--- config.mk ---
export PLATFORM = sky130hd
export DESIGN_NAME = spi_8to1_transmit
export DESIGN_NICKNAME = d
export VERILOG_FILES = /design/src/rtl/spi_8to1_transmit.sv
export SDC_FILE = /design/constraint.sdc
export NUM_CORES = 1
export LEC_CHECK = 0
export ABC_AREA = 1
export CORE_MARGIN = 1
export CORE_UTILIZATION = 56
export CTS_BUF_LIST = sky130_fd_sc_hd__clkbuf_4
export DETAILED_ROUTE_END_ITERATION = 16
export PLACE_DENSITY = 0.82
export SYNTH_ARGS = -nofsm -noshare
export SYNTH_HDL_FRONTEND = slang
export SYNTH_SLANG_ARGS = --single-unit
--- constraint.sdc ---
create_clock -name clk -period 1.8 [get_ports clk]
set_clock_uncertainty 0.05 [all_clocks]
set_input_delay 0.36 -clock clk [delete_from_list [all_inputs] [get_ports clk]]
set_output_delay 0.36 -clock clk [all_outputs]
set_load 0.05 [all_outputs]
--- src/rtl/spi_8to1_transmit.sv ---
// SPI data-layer byte transmitter: a one-entry holding buffer feeds an 8-bit shift register,
// which shifts out one bit per im_work_pluse strobe. Bit order matches the 1-to-8 receiver.
module spi_8to1_transmit #(
  parameter logic IDLE_LEVEL = 1'b0,
  parameter bit   MSB_FIRST  = 1'b0
) (
  input  logic       clk,
  input  logic       rst_n,
  input  logic       im_work_en,
  input  logic       im_work_pluse,
  input  logic [7:0] im_byte,
  input  logic       im_byte_valid,
  output logic       om_byte_ready,
  output logic       om_data,
  output logic       om_busy,
  output logic       om_byte_done,
  output logic       om_underrun
);

  typedef enum logic {
    S_IDLE  = 1'b0,
    S_SHIFT = 1'b1
  } state_t;

  state_t     r_state;
  state_t     w_state_nxt;

  logic [7:0] r_shift;
  logic [2:0] r_bit_cnt;
  logic [7:0] r_buf;
  logic       r_buf_full;
  logic       r_data;
  logic       r_done;
  logic       r_underrun;

  logic       w_wr;
  logic       w_last;
  logic       w_slot;
  logic       w_load_buf;
  logic       w_load_byp;
  logic       w_load;
  logic       w_mid;
  logic       w_underrun;
  logic [7:0] w_load_byte;
  logic [7:0] w_shift_adv;
  logic       w_next_bit;

  function automatic logic first_bit(input logic [7:0] b);
    return MSB_FIRST ? b[7] : b[0];
  endfunction

  // Handshake and load-slot decode. A load slot is any edge where the shift register
  // is empty or is consuming its last bit; the buffer has priority over the bypass path.
  assign w_wr        = im_byte_valid && !r_buf_full;
  assign w_last      = (r_state == S_SHIFT) && im_work_pluse && (r_bit_cnt == 3'd7);
  assign w_slot      = im_work_en && ((r_state == S_IDLE) || w_last);
  assign w_load_buf  = w_slot && r_buf_full;
  assign w_load_byp  = w_slot && !r_buf_full && w_wr;
  assign w_load      = w_load_buf || w_load_byp;
  assign w_load_byte = r_buf_full ? r_buf : im_byte;
  assign w_mid       = im_work_en && (r_state == S_SHIFT) && im_work_pluse
                       && (r_bit_cnt != 3'd7);
  assign w_underrun  = im_work_en && (r_state == S_IDLE) && im_work_pluse;

  assign w_shift_adv = MSB_FIRST ? {r_shift[6:0], 1'b0} : {1'b0, r_shift[7:1]};
  assign w_next_bit  = MSB_FIRST ? r_shift[6] : r_shift[1];

  // State register.
  always_ff @(posedge clk or negedge rst_n) begin
    // NOTE: sequential state uses non-blocking assignments so every register samples
    // pre-edge values regardless of block evaluation order.
    if (!rst_n) begin
      r_state <= S_IDLE;
    end else begin
      r_state <= w_state_nxt;
    end
  end

  // Next-state logic; dropping im_work_en aborts to IDLE ahead of everything else.
  always_comb begin
    // NOTE: default assignment first so no path leaves the signal unassigned (no latch).
    w_state_nxt = r_state;
    if (!im_work_en) begin
      w_state_nxt = S_IDLE;
    end else if (w_slot) begin
      w_state_nxt = w_load ? S_SHIFT : S_IDLE;
    end
  end

  // Holding buffer: retained across aborts; writes land here unless bypassed straight
  // into the shift register.
  always_ff @(posedge clk or negedge rst_n) begin
    if (!rst_n) begin
      r_buf      <= 8'h00;
      r_buf_full <= 1'b0;
    end else if (w_load_buf) begin
      r_buf_full <= 1'b0;
    end else if (w_wr && !w_load_byp) begin
      r_buf      <= im_byte;
      r_buf_full <= 1'b1;
    end
  end

  // Shift register, bit counter and registered serial bit.
  always_ff @(posedge clk or negedge rst_n) begin
    if (!rst_n) begin
      r_shift   <= 8'h00;
      r_bit_cnt <= 3'd0;
      r_data    <= IDLE_LEVEL;
    end else if (!im_work_en) begin
      r_shift   <= 8'h00;
      r_bit_cnt <= 3'd0;
      r_data    <= IDLE_LEVEL;
    end else if (w_load) begin
      r_shift   <= w_load_byte;
      r_bit_cnt <= 3'd0;
      r_data    <= first_bit(w_load_byte);
    end else if (w_slot) begin
      r_shift   <= 8'h00;
      r_bit_cnt <= 3'd0;
      r_data    <= IDLE_LEVEL;
    end else if (w_mid) begin
      r_shift   <= w_shift_adv;
      r_bit_cnt <= r_bit_cnt + 3'd1;
      r_data    <= w_next_bit;
    end
  end

  // Status pulses, each one cycle after the strobe that caused it.
  always_ff @(posedge clk or negedge rst_n) begin
    if (!rst_n) begin
      r_done     <= 1'b0;
      r_underrun <= 1'b0;
    end else begin
      r_done     <= im_work_en && w_last;
      r_underrun <= w_underrun;
    end
  end

  // Output logic.
  always_comb begin
    om_byte_ready = !r_buf_full;
    om_busy       = (r_state == S_SHIFT);
    om_data       = r_data;
    om_byte_done  = r_done;
    om_underrun   = r_underrun;
  end

endmodule

## After elaboration in Yosys (flattened, before gate mapping)

Index checks and enable logic that the tools add are counted.

| storage, ports and cells | value |
|---|---|
| input bits | 13 |
| memory bits (read-only) | 0 |
| output and inout bits | 5 |
| flip-flop bits (word level) | 24 |
| bits in writable memories | 0 |
| memories kept | 0 |
| latch bits | 0 |
| logic and storage cells | 53 |

| operators by class | value |
|---|---|
| divide/modulo/power cells | 0 |
| shift operators | 0 |
| bitwise operators | 2 |
| $add $sub $neg | 1 |
| reductions and logical operators | 20 |
| multiplexer cells | 18 |
| order comparisons | 0 |
| equal/unequal tests | 4 |
| multiply operators | 0 |

Operators by type and width:

| operator | number |
|---|---|
| $mux W8 | 5 |
| $logic_and A1 B1 Y1 | 14 |
| $mux W3 | 4 |
| $mux W1 | 9 |
| $ne A4 B1 Y1 const B | 1 |
| $add A3 B1 Y3 const B | 1 |
| $eq A3 B3 Y1 const B | 1 |
| $ne A3 B3 Y1 const B | 1 |
| $logic_not A1 Y1 | 2 |
| $logic_or A1 B1 Y1 | 2 |
| $ne A2 B1 Y1 const B | 1 |
| $not A1 Y1 | 2 |
| $reduce_and A2 Y1 | 1 |
| $reduce_bool A2 Y1 | 1 |

## Logic depth before layout (Yosys ltp)

| logic depth | value |
|---|---|
| depth in word-level cells | 10 |
| mapped depth | 9 |
| gate-level depth less buffers | 9 |

## Worst setup path before layout

Ideal clock, no wire load.

| timing path | value |
|---|---|
| kind | register to register |
| start | register r_bit_cnt[0] |
| end | register r_data, in the netlist om_data |
| required time | 1.631 ns |
| setup slack | 0.148 ns |
| cell stages (with the launch flop) | 10 |
| period minus slack after synthesis | 1.652 ns |
| buffers on the path | 1 |
| setup time | 0.119 ns |
| arrival time | 1.484 ns |
| path through | dfrtp_1 > ha_1 > ha_1 > nand2_1 > nand2_4 > buf_6 > nand3_4 > nand3_4 > nand3_1 > nand2_1 |

| on the way | value |
|---|---|
| word-level cells in the longest chain between the ends | 9 |
| elaborated cells on any way between the ends | 14 |
| classes of those cells | eq/ne: 3; mux: 3; reduce/logical: 8 |

Ends and longest elaborated chain:

| item | RTL line | text |
|---|---|---|
| start: declaration | 29 | `logic [2:0] r_bit_cnt;` |
| start signal: assignment | 124 | `r_bit_cnt <= r_bit_cnt + 3'd1;` |
| $eq A3 B3 Y1 | 55 | `assign w_last = (r_state == S_SHIFT) && im_work_pluse && (r_bit_cnt == 3'd7);` |
| $logic_and A1 B1 Y1 | 55 |  |
| $logic_or A1 B1 Y1 | 56 | `assign w_slot = im_work_en && ((r_state == S_IDLE) \|\| w_last);` |
| $logic_and A1 B1 Y1 | 56 |  |
| $logic_and A1 B1 Y1 (2 in series) | 58 | `assign w_load_byp = w_slot && !r_buf_full && w_wr;` |
| $logic_or A1 B1 Y1 | 59 | `assign w_load = w_load_buf \|\| w_load_byp;` |
| $mux W1 | 114 | `end else if (w_load) begin` |
| $mux W1 | 110 | `end else if (!im_work_en) begin` |
| end signal: assignment | 117 | `r_data <= first_bit(w_load_byte);` |
| end signal: assignment | 125 | `r_data <= w_next_bit;` |
| end: declaration | 32 | `logic r_data;` |

Several ways; a longest one is shown, not always the timed one.
A chain may end at the register's enable or synchronous reset.

## Worst setup path after layout

| timing path | value |
|---|---|
| start | register r_bit_cnt[0] |
| end | register r_shift[4] |

| on the way | value |
|---|---|
| word-level cells in the longest chain between the ends | 9 |
| elaborated cells on any way between the ends | 14 |
| classes of those cells | eq/ne: 3; mux: 3; reduce/logical: 8 |

Ends and longest elaborated chain:

| item | RTL line | text |
|---|---|---|
| $eq A3 B3 Y1 | 55 |  |
| $logic_and A1 B1 Y1 | 55 |  |
| $logic_or A1 B1 Y1 | 56 |  |
| $logic_and A1 B1 Y1 | 56 |  |
| $logic_and A1 B1 Y1 (2 in series) | 58 |  |
| $logic_or A1 B1 Y1 | 59 |  |
| $mux W8 | 114 |  |
| $mux W8 | 110 |  |
| end signal: assignment | 115 | `r_shift <= w_load_byte;` |
| end signal: assignment | 123 | `r_shift <= w_shift_adv;` |
| end: declaration | 28 | `logic [7:0] r_shift;` |

Several ways; a longest one is shown, not always the timed one.

==> summary.txt <==
Finish
  • Final Core Density: 0.729
  • Layout Nets: ~190
  • Commonest non-fill, non-tap cell in the layout: nand2_1
  • # fillers: ~160
  • # diodes: 0
  • Layout cells sized above 1: 0.254
  • Layout area overhead: 19.9%
  • Most frequent cells in the layout: 53 x nand2_1, 23 x dfrtp_1, 14 x nand4_1, 13 x inv_1, 13 x buf_4

Power and ir drop
  • Switching power: 576 µW
  • Total internal power: between 900 and 1000 µW
  • Logic pwr share: 0.373
  • Maximum VDD drop: 0.626 mV
  • Seq pwr share: 0.466
  • Total Power: 1500 µW
  • Sw Ratio: 0.383
  • Clock power share: 0.161
  • Total leakage power: about 0.00086 µW
  • Pwr Density: between 900 and 1000 nW/µm²

Routing
  • Wire per inst: roughly 14 µm
  • Initial DRC Count: just under 80
  • Final ANT Viol Nets: 0
  • Residual DRC: 0
  • Drt via density: approximately 5.8
  • Final WL: between 2000 and 3000 µm
  • Vias: around 1200
  • DRT Pass-1 Iters: 5

Critical path
  • Worst path slowest cell: dfrtp_1
  • Crit path from: r_bit_cnt[0]
  • CP peak stage delay: 430 ps
  • CP Data Required Time: between 1500 and 2000 ps
  • Reg-to-reg startpoint: r_bit_cnt[0]
  • Crit path max fanout: 10
  • Crit. End Element: flip-flop
  • CP Launch Type: flip-flop
  • Worst Reg-to-Reg Cells: 8
  • Worst reg-to-reg setup slack: 100 ps
  • Crit path cell chain: ha_1 > ha_1 > nand2_2 > nand2_4 > nand3_4 > nand3_4 > nand3_1 > nand2_1
  • Critical setup path kind: reg -> reg
  • CP Data Arrival Time: ~1900 ps
  • Reg-to-Reg End: r_shift[4]

Yosys
  • Warnings, synthesis: 0
  • Cell count after synthesis: between 150 and 200
  • Yosys top cell area share: 0.420
  • Synth unique cells: 22
  • Mapped Avg Cell Area: a little over 9 µm²
  • Seq cells post-synth: 23
  • Synthesized Nets: 166
  • Sequential-to-total area share from yosys stat: 0.420
  • Post-synth top area cell: dfrtp_1
  • Largest cells by area after synthesis: dfrtp_1 42%, nand2_1 15%, nand4_1 6.4%
  • Netlist Area Pre-Place: roughly 1400 µm²

Clocking
  • Root Driver: clkbuf_4
  • CTS Sinks: 23
  • Hold-fix buffers at CTS: 0
  • CTS Buffer Depth: 2
  • Clk Latency, worst-skew pair: around 310 ps
  • CTS Buf Count: 3
  • H-tree depth: 1
  • Worst-path clk slew: ~130 ps
  • TritonCTS clock tree: done

Status
  • Status: completed

STA
  • Max-slew violation count: 0
  • Final WS setup: 97.2 ps
  • Final Hold Fails: 0
  • Setup repair after global routing missed its margin: false
  • Fmax: 587 MHz
  • Tcrit/Tclk final: 0.946
  • Final hold slack: ~340 ps
  • Setup TNS Final: 0 ps
  • Actual slew at the worst max-slew pin: ~360 ps
  • Setup violators final: 0
  • Relative slew slack: 0.760
  • Clock period minus worst slack: approximately 1700 ps

Placed design
  • DP Worst Slack: 2.64 ps
  • Gpl congestion: 0.867
  • # port buffers: 17
  • DP Wirelength: ~1900 µm

Global route
  • Initial antenna violation count: 0
  • Largest net degree at the start of global routing: 24
  • Congestion Overflow GR: 0
  • Number of global-route vias before repair: just over 1000
  • Global-route wire length before repair: between 4000 and 5000 µm
  • Overall Global Routing Usage: 0.228

Floorplanning
  • Top Ports: 18
  • Initial core utilization: 0.608
  • Die area: about 2700 µm²
  • Num rows: 17
  • DIE WIDTH: 51.5 µm
  • Core Area: 2250 µm²
  • Die Span Y: 51.5 µm

Job
  • Max_cap viols: 0

Min path
  • Min-Delay Path Class: in -> async
-- worst max-delay path: cells and delay by family (launching register included) --
kind                       cells  cell delay [ps]
and+or+nand+nor                6              710
DFF                            1              430
adders and majority gates      2              420
-- cell families after synthesis --
| kind of cell | Yosys count | synth area share |
|---|---|---|
| compound gates | 14 | 0.0949 |
| fa+ha+maj | 2 | 0.0182 |
| buf+inv | 22 | 0.107 |
| flops | 23 | 0.420 |
| simple gates | 90 | 0.360 |
-- flip-flops by register name, summed over array words and instances, names as in the netlist --
| signal | count |
|---|---|
| r_buf | 8 |
| r_shift | 7 |
| r_bit_cnt | 3 |
| om_busy | 1 |
| om_byte_done | 1 |
| om_data | 1 |
| om_underrun | 1 |
| r_buf_full | 1 |
-- area by class of cell --
class	count	area, µm²	area share
Multi-Input combinational cell	107	669	0.407
Sequential cell	23	576	0.350
Clock buffer	3	22.5	0.0137
Inverter	15	58.8	0.0358
Timing Repair Buffer	28	278	0.169
Tap cell	28	35.0	0.0213
Clock inverter	1	5.00	0.00304
-- synthesized netlist by cell type (all sizes together) --
| library cell | number |
|---|---|
| nand2 | 57 |
| dfrtp | 23 |
| inv | 15 |
| nand4 | 15 |
| nand3 | 11 |
| o21ai | 11 |
| buf | 7 |
| nor2 | 6 |
| ha | 2 |
| a21boi | 1 |
| a21oi | 1 |
| nor3 | 1 |
| o31ai | 1 |
-- power by group through the flow --
stage | Clock, µW | Combinational [µW] | Sequential (µW)
after detailed placement | 0 | 522 | 708
after global routing | 264 | 614 | 708
after CTS | 246 | 534 | 698
after global placement | 0 | 505 | 704
after floorplan | 0 | 387 | 710
final | 242 | 561 | 700
-- how the worst max path moves through the flow --
stage / slack (ps) / to
after floorplan: 150 / om_data
after global placement: 50 / r_buf[4]
after detailed placement: 3 / r_buf[7]
after CTS: 30 / r_shift[3]
after global routing: 3 / r_shift[6]
final: 100 / r_shift[4]
-- per-stage QoR --
stage	std cells	cell area, µm²
floorplan	151	1370
global placement	195	1560
detailed placement	195	1560
CTS	200	1600
global route	205	1640
finish	205	1640
-- per-layer routing --
| layer | global-route usage | vias up | wire length, µm |
|---|---|---|---|
| met4 | 0.0946 | 0 | 66 |
| met5 | 0 | - | 0 |
| met1 | 0.299 | 554 | 1230 |
| li1 | - | 550 | - |
| met3 | 0.0298 | 14 | 216 |
| met2 | 0.377 | 61 | 1440 |
-- repair_timing --
action / CTS / global route
pin swaps: 1 / 2
buffers inserted: 0 / 5
gates resized for setup: 1 / 1
cloned: 1 / 0
setup endpoints to repair: 3 / 7
No activity file was read; power rests on OpenSTA's default activity.
